--- config.mk ---
export PLATFORM = sky130hd
export DESIGN_NAME = video_pattern_gen
export DESIGN_NICKNAME = d
export VERILOG_FILES = /design/src/rtl/video_pattern_gen.sv
export SDC_FILE = /design/constraint.sdc
export NUM_CORES = 1
export LEC_CHECK = 0
export BUFFER_PORTS_ARGS = -buffer_cell sky130_fd_sc_hd__buf_2
export CAP_MARGIN = 20
export CORE_UTILIZATION = 53
export CTS_CLUSTER_DIAMETER = 60
export DETAILED_ROUTE_END_ITERATION = 10
export GPL_ROUTABILITY_DRIVEN = 0
export MAX_ROUTING_LAYER = met4
export PLACE_DENSITY = 0.87
export SYNTH_ARGS = -nofsm -noshare
export SYNTH_HDL_FRONTEND = slang
export SYNTH_SLANG_ARGS = --single-unit
--- constraint.sdc ---
create_clock -name clk_i -period 2.7 [get_ports clk_i]
set_input_delay 0.54 -clock clk_i [delete_from_list [all_inputs] [get_ports clk_i]]
set_output_delay 0.54 -clock clk_i [all_outputs]
set_load 0.005 [all_outputs]
--- src/rtl/video_pattern_gen.sv ---
// Raster test-pattern source: emits a sample strobe, {F,V,H,T} timing and
// 4:2:2 {Y,C} samples for colour bars, a flat colour, a luma ramp or black.
module video_pattern_gen #(
  parameter int H_ACTIVE   = 1920,
  parameter int H_TOTAL    = 2200,
  parameter int V_ACTIVE   = 1080,
  parameter int V_TOTAL    = 1125,
  parameter int CEN_DIV    = 2,
  parameter int RAMP_SHIFT = 1
) (
  input  logic        clk_i,
  input  logic        rst_i,
  input  logic        en_i,
  input  logic [1:0]  pat_sel_i,
  input  logic [9:0]  flat_y_i,
  input  logic [9:0]  flat_cb_i,
  input  logic [9:0]  flat_cr_i,
  output logic        cen_o,
  output logic [3:0]  fvht_o,
  output logic [19:0] video_o
);

  localparam int HW    = (H_TOTAL > 1) ? $clog2(H_TOTAL) : 1;
  localparam int VW    = (V_TOTAL > 1) ? $clog2(V_TOTAL) : 1;
  localparam int DW    = (CEN_DIV > 1) ? $clog2(CEN_DIV) : 1;
  localparam int BAR_W = H_ACTIVE / 8;
  localparam int BW    = (BAR_W > 1) ? $clog2(BAR_W) : 1;
  localparam int RW    = (HW > 12) ? HW + 1 : 13;

  localparam logic [9:0] BLANK_Y = 10'd64;
  localparam logic [9:0] BLANK_C = 10'd512;

  logic [DW-1:0] div_q;
  logic [HW-1:0] h_cnt;
  logic [VW-1:0] v_cnt;
  logic          f_q;
  logic [2:0]    bar_idx;
  logic [BW-1:0] bar_sub;
  logic [1:0]    pat_q;
  logic [9:0]    flat_y_q, flat_cb_q, flat_cr_q;

  logic          vld_p0;
  logic          frame_start;
  logic          h_last, v_last;
  logic [1:0]    use_pat;
  logic [9:0]    use_y, use_cb, use_cr;
  logic [3:0]    fvht_p0;
  logic [19:0]   vid_p0;

  // 75% bar colours; odd samples carry Cr, even samples carry Cb.
  function automatic logic [19:0] bar_px(input logic [2:0] idx, input logic cr_ph);
    logic [9:0] y, cb, cr;
    case (idx)
      3'd0:    begin y = 10'd721; cb = 10'd512; cr = 10'd512; end
      3'd1:    begin y = 10'd674; cb = 10'd176; cr = 10'd543; end
      3'd2:    begin y = 10'd581; cb = 10'd589; cr = 10'd176; end
      3'd3:    begin y = 10'd534; cb = 10'd253; cr = 10'd207; end
      3'd4:    begin y = 10'd251; cb = 10'd771; cr = 10'd817; end
      3'd5:    begin y = 10'd204; cb = 10'd435; cr = 10'd848; end
      3'd6:    begin y = 10'd111; cb = 10'd848; cr = 10'd481; end
      default: begin y = 10'd64;  cb = 10'd512; cr = 10'd512; end
    endcase
    return {y, cr_ph ? cr : cb};
  endfunction

  // Ramp luma: 64 + (h >> RAMP_SHIFT), saturated at the nominal white of 940.
  function automatic logic [9:0] ramp_y(input logic [HW-1:0] h);
    logic [RW-1:0] s;
    s = RW'(h) >> RAMP_SHIFT;
    if (s > RW'(876)) return 10'd940;
    return 10'(s + RW'(64));
  endfunction

  // Stage 0: sample content derived from the current raster position
  always_comb begin
    vld_p0      = en_i && (div_q == '0);
    frame_start = (h_cnt == '0) && (v_cnt == '0);
    h_last      = (h_cnt == HW'(H_TOTAL - 1));
    v_last      = (v_cnt == VW'(V_TOTAL - 1));
    use_pat     = frame_start ? pat_sel_i : pat_q;
    use_y       = frame_start ? flat_y_i  : flat_y_q;
    use_cb      = frame_start ? flat_cb_i : flat_cb_q;
    use_cr      = frame_start ? flat_cr_i : flat_cr_q;
    fvht_p0     = {f_q, (v_cnt >= VW'(V_ACTIVE)), (h_cnt >= HW'(H_ACTIVE)), (h_cnt == '0)};
    vid_p0      = {BLANK_Y, BLANK_C};
    if (!fvht_p0[2] && !fvht_p0[1]) begin
      case (use_pat)
        2'd0:    vid_p0 = bar_px(bar_idx, h_cnt[0]);
        2'd1:    vid_p0 = {use_y, h_cnt[0] ? use_cr : use_cb};
        2'd2:    vid_p0 = {ramp_y(h_cnt), BLANK_C};
        default: vid_p0 = {BLANK_Y, BLANK_C};
      endcase
    end
  end

  // Stage 1: divider, raster counters, frame-start latch and output registers
  always_ff @(posedge clk_i or posedge rst_i) begin
    if (rst_i) begin
      div_q     <= '0;
      h_cnt     <= '0;
      v_cnt     <= '0;
      f_q       <= 1'b0;
      bar_idx   <= '0;
      bar_sub   <= '0;
      pat_q     <= '0;
      flat_y_q  <= '0;
      flat_cb_q <= '0;
      flat_cr_q <= '0;
      cen_o     <= 1'b0;
      fvht_o    <= 4'h0;
      video_o   <= {BLANK_Y, BLANK_C};
    end else if (!en_i) begin
      div_q   <= '0;
      h_cnt   <= '0;
      v_cnt   <= '0;
      f_q     <= 1'b0;
      bar_idx <= '0;
      bar_sub <= '0;
      cen_o   <= 1'b0;
      fvht_o  <= 4'h0;
      video_o <= {BLANK_Y, BLANK_C};
    end else begin
      div_q <= (div_q == DW'(CEN_DIV - 1)) ? '0 : div_q + 1'b1;
      cen_o <= vld_p0;
      if (vld_p0) begin
        fvht_o  <= fvht_p0;
        video_o <= vid_p0;
        if (frame_start) begin
          pat_q     <= pat_sel_i;
          flat_y_q  <= flat_y_i;
          flat_cb_q <= flat_cb_i;
          flat_cr_q <= flat_cr_i;
        end
        if (h_last) begin
          h_cnt   <= '0;
          bar_idx <= '0;
          bar_sub <= '0;
          if (v_last) begin
            v_cnt <= '0;
            f_q   <= ~f_q;
          end else begin
            v_cnt <= v_cnt + 1'b1;
          end
        end else begin
          h_cnt <= h_cnt + 1'b1;
          if (bar_sub == BW'(BAR_W - 1)) begin
            bar_sub <= '0;
            bar_idx <= bar_idx + 1'b1;
          end else begin
            bar_sub <= bar_sub + 1'b1;
          end
        end
      end
    end
  end

endmodule
==> flow_summary.toml <==
[setup_path]
worst_ep_required_time_ns = 2.99
crit_buf_inv = 1
max_stage_delay_ns = 0.56
critPathCaptureType = "register"
cp_max_fo = 7
cp_slowest_cell = "or4_4"
cp-start-kind = "register"
critical_path.top_delay_family = "simple AND/OR/NAND/NOR gates"
worstPathArrival_ns = 2.98
cp_cell_sequence = "or4_4 -> or3_4 -> nor2_8 -> buf_8 -> mux2_4 -> mux2_2 -> o221ai_2"
critPathKind = "register to register"

[routing]
drcViolationCount = 0
top_layer_used = "met4"
wl_per_cell_um = 19.6
wl_met3_um = 1090
avgViaCountPerCell = 6.21
wl_met1_um = 5510
ant_nets = 0
wl_met2_um = 6890
first_iter_violations = 309
firstDrtPassIters = 7
vias = 4480
routed_wl_um = 14100

[layout]
final_area_sq_um = 6200
n_fill_cell = 682
final_util_pct = 66.8
stdcell_count = 721
drive_above_1_share_pct = 34.8
nets = 634
diodes = 0
syn2layout_area_growth_pct = 21.3

[yosys]
synth_flop_cell = "dfrtp_1"
yosys_register_bits = 92
synth_top_area_share_pct = 44.1
syn-cell-area_sq_um = 5110
synth_top_cell_by_area = "dfrtp_1"
yosys_warnings = 0
synthTopCellsByArea = "dfrtp_1 (44%), mux2_2 (7.9%), mux4_2 (4.4%)"
avgSynthCellArea_sq_um = 10.4
synth_cells = 492
ys_seq_area_share_pct = 45.1
synth_common_cells = "dfrtp_1 (90), nor2_1 (50), nand2_1 (40), mux2_2 (36), o21ai_0 (28)"
synth-edff-count = 0
synthesis.nets = 539
yosysMostFrequentCell = "dfrtp_1"
async_flop_share_pct = 100
ys_types = 64

[floorplan]
fp.dieH_um = 100
ios = 60
die_area_sq_um = 10000
dieWidth_um = 100
core_area_sq_um = 9280
fp-row-count = 35
initial_core_util_pct = 55.1

[global_routing]
grt_first_pass_wirelength_um = 21800
overflow = 0
antenna_found_initial = 0
first_global_vias = 4333
track_usage_pct = 28.9
grt_max_degree = 34

[placed_design]
dp_cells = 699
placement.io_buffers = 59
place_ws_ns = -0.0660
place_area_sq_um = 5840
dp_hpwl_um = 9600

[worst_hold_path]
hold_class = "primary input to async pin"

[cts]
clkLatencyLatePin_ns = 0.38
ctsLongestPathBuffers = 2
holdBufCountCts = 0
cts_root_buf = "clkbuf_8"
cts-buffers-inserted = 9
cts.reportedPaths.clkPinSlew_ns = 0.10
cts-htree-levels = 3
cts_sinks = 92
cts_tree = "done"

[sta]
setup_viol = 0
fin_worst_skew_ns = 0.0122
fin_ws_ns = 0.00682
slew_violations = 0
worst_pin_slew_ns = 0.716
rsz0062_at_grt = "true"
slew_headroom_pct = 52.2
period_needed_ns = 2.69
fmax_ghz = 0.371
min_period_over_period_pct = 99.7
finalHoldViolCount = 0

[power]
powerDensity_nw_per_um2 = 722
ir_drop_uv = 333
p_leak_nw = 2.83

[run_status]
status = "finished clean"

[run]
maxCapViolations = 0
[worst reg2reg max path, stage by stage, from the launching register on]
cell and delay (ns):
dfrtp_1 0.40, or4_4 0.56, or3_4 0.44, nor2_8 0.18
buf_8 0.18, mux2_4 0.37, mux2_2 0.31, o221ai_2 0.16
[cell usage in the layout (no fill, tap or decap), types with 4 or more instances in the layout]
cell / Yosys / final
clkbuf_8: 0 / 11
and3_1: 5 / 5
dfrtp_1: 90 / 90
nand4_1: 13 / 13
buf_6: 1 / 4
o21ai_0: 28 / 24
xor2_1: 15 / 15
mux2i_1: 13 / 11
a221o_1: 5 / 5
buf_2: 4 / 59
and2_1: 9 / 7
buf_4: 1 / 48
a21oi_1: 10 / 9
nand2_1: 40 / 39
nand2b_1: 4 / 4
nand4b_1: 4 / 4
inv_1: 10 / 9
nor3_1: 14 / 11
ha_1: 12 / 12
or3_1: 4 / 4
xnor2_1: 10 / 10
mux2_2: 36 / 34
nand3_1: 14 / 14
nor3_2: 1 / 4
nor2_1: 50 / 50
mux4_2: 10 / 10
[power by group]
part / internal (mW) / switching (mW) / leakage [nW]
sequential: 1.69 / 0.215 / 1.19
combinational: 0.812 / 0.738 / 1.53
clock: 0.490 / 0.525 / 0.111
[repair_timing]
action	4_1_cts	5_1_grt
buffers inserted	3	3
resized for setup	10	17
pin swaps	4	12
endpoints found under the setup margin	10	18
[cell type report]
class                   count  area (sq um)  area share [%]
multi-input cells         359          2720            43.8
clock inverters             5          65.1            1.05
inverters                  11          45.0           0.727
clock buffers              11           151            2.44
well taps                 129           161            2.60
repair buffers            114           756            12.2
flip-flops and latches     92          2300            37.2
[final timing paths]
path / from / to / slack (ns) / depth (start not counted)
min reg2reg: f_q$_DFFE_PP0P_ / f_q$_DFFE_PP0P_ / 0.48 / 1
max: v_cnt[8]$_DFFE_PP0P_ / video_o[17]$_DFFE_PP0P_ / 0.007 / 7
max reg2reg: v_cnt[8]$_DFFE_PP0P_ / video_o[17]$_DFFE_PP0P_ / 0.007 / 7
min in group clk_i: flat_cr_i[2] / flat_cr_q[2]$_DFFE_PP0P_ / 0.40 / 2
max in group asynchronous: rst_i / flat_y_q[4]$_DFFE_PP0P_ / 1.64 / 3
min: rst_i / h_cnt[10]$_DFFE_PP0P_ / 0.26 / 2
[metrics by stage]
step	TNS [ns]	hold WS, ns	power, mW
after global placement	0	0.462	3.19
after floorplan	0	0.450	2.80
final	0	0.264	4.47
after detailed placement	-0.167	0.466	3.28
after CTS	0	0.288	4.35
after global routing	-0.358	0.305	4.65
[sequential cells by signal (all words and copies together) (netlist names)]
signal     cells
bar_idx        3
bar_sub        8
cen_o          1
f_q            1
flat_cb_q     10
flat_cr_q     10
flat_y_q      10
fvht_o         4
h_cnt         12
pat_q          2
v_cnt         11
video_o       20
[cell families (layout without fill, tap and decap cells)]
logic type	Yosys count	in the layout	share of synthesized area, %
compound gates	82	82	11.2
xor+xnor	25	25	4.28
fa+ha+maj	12	12	2.94
buf+inv	41	141	3.33
flops	92	92	45.1
mux	59	59	14.9
simple gates	181	181	18.3
[metal layers]
| layer | vias to the layer above | GRT usage [%] |
|---|---|---|
| li1 | 1977 | - |
| met1 | 2182 | 35.7 |
| met2 | 258 | 45.5 |
| met3 | 63 | 5.57 |
| met4 | 0 | 14.9 |
| met5 | - | - |
(Power assumes the default switching activity.)
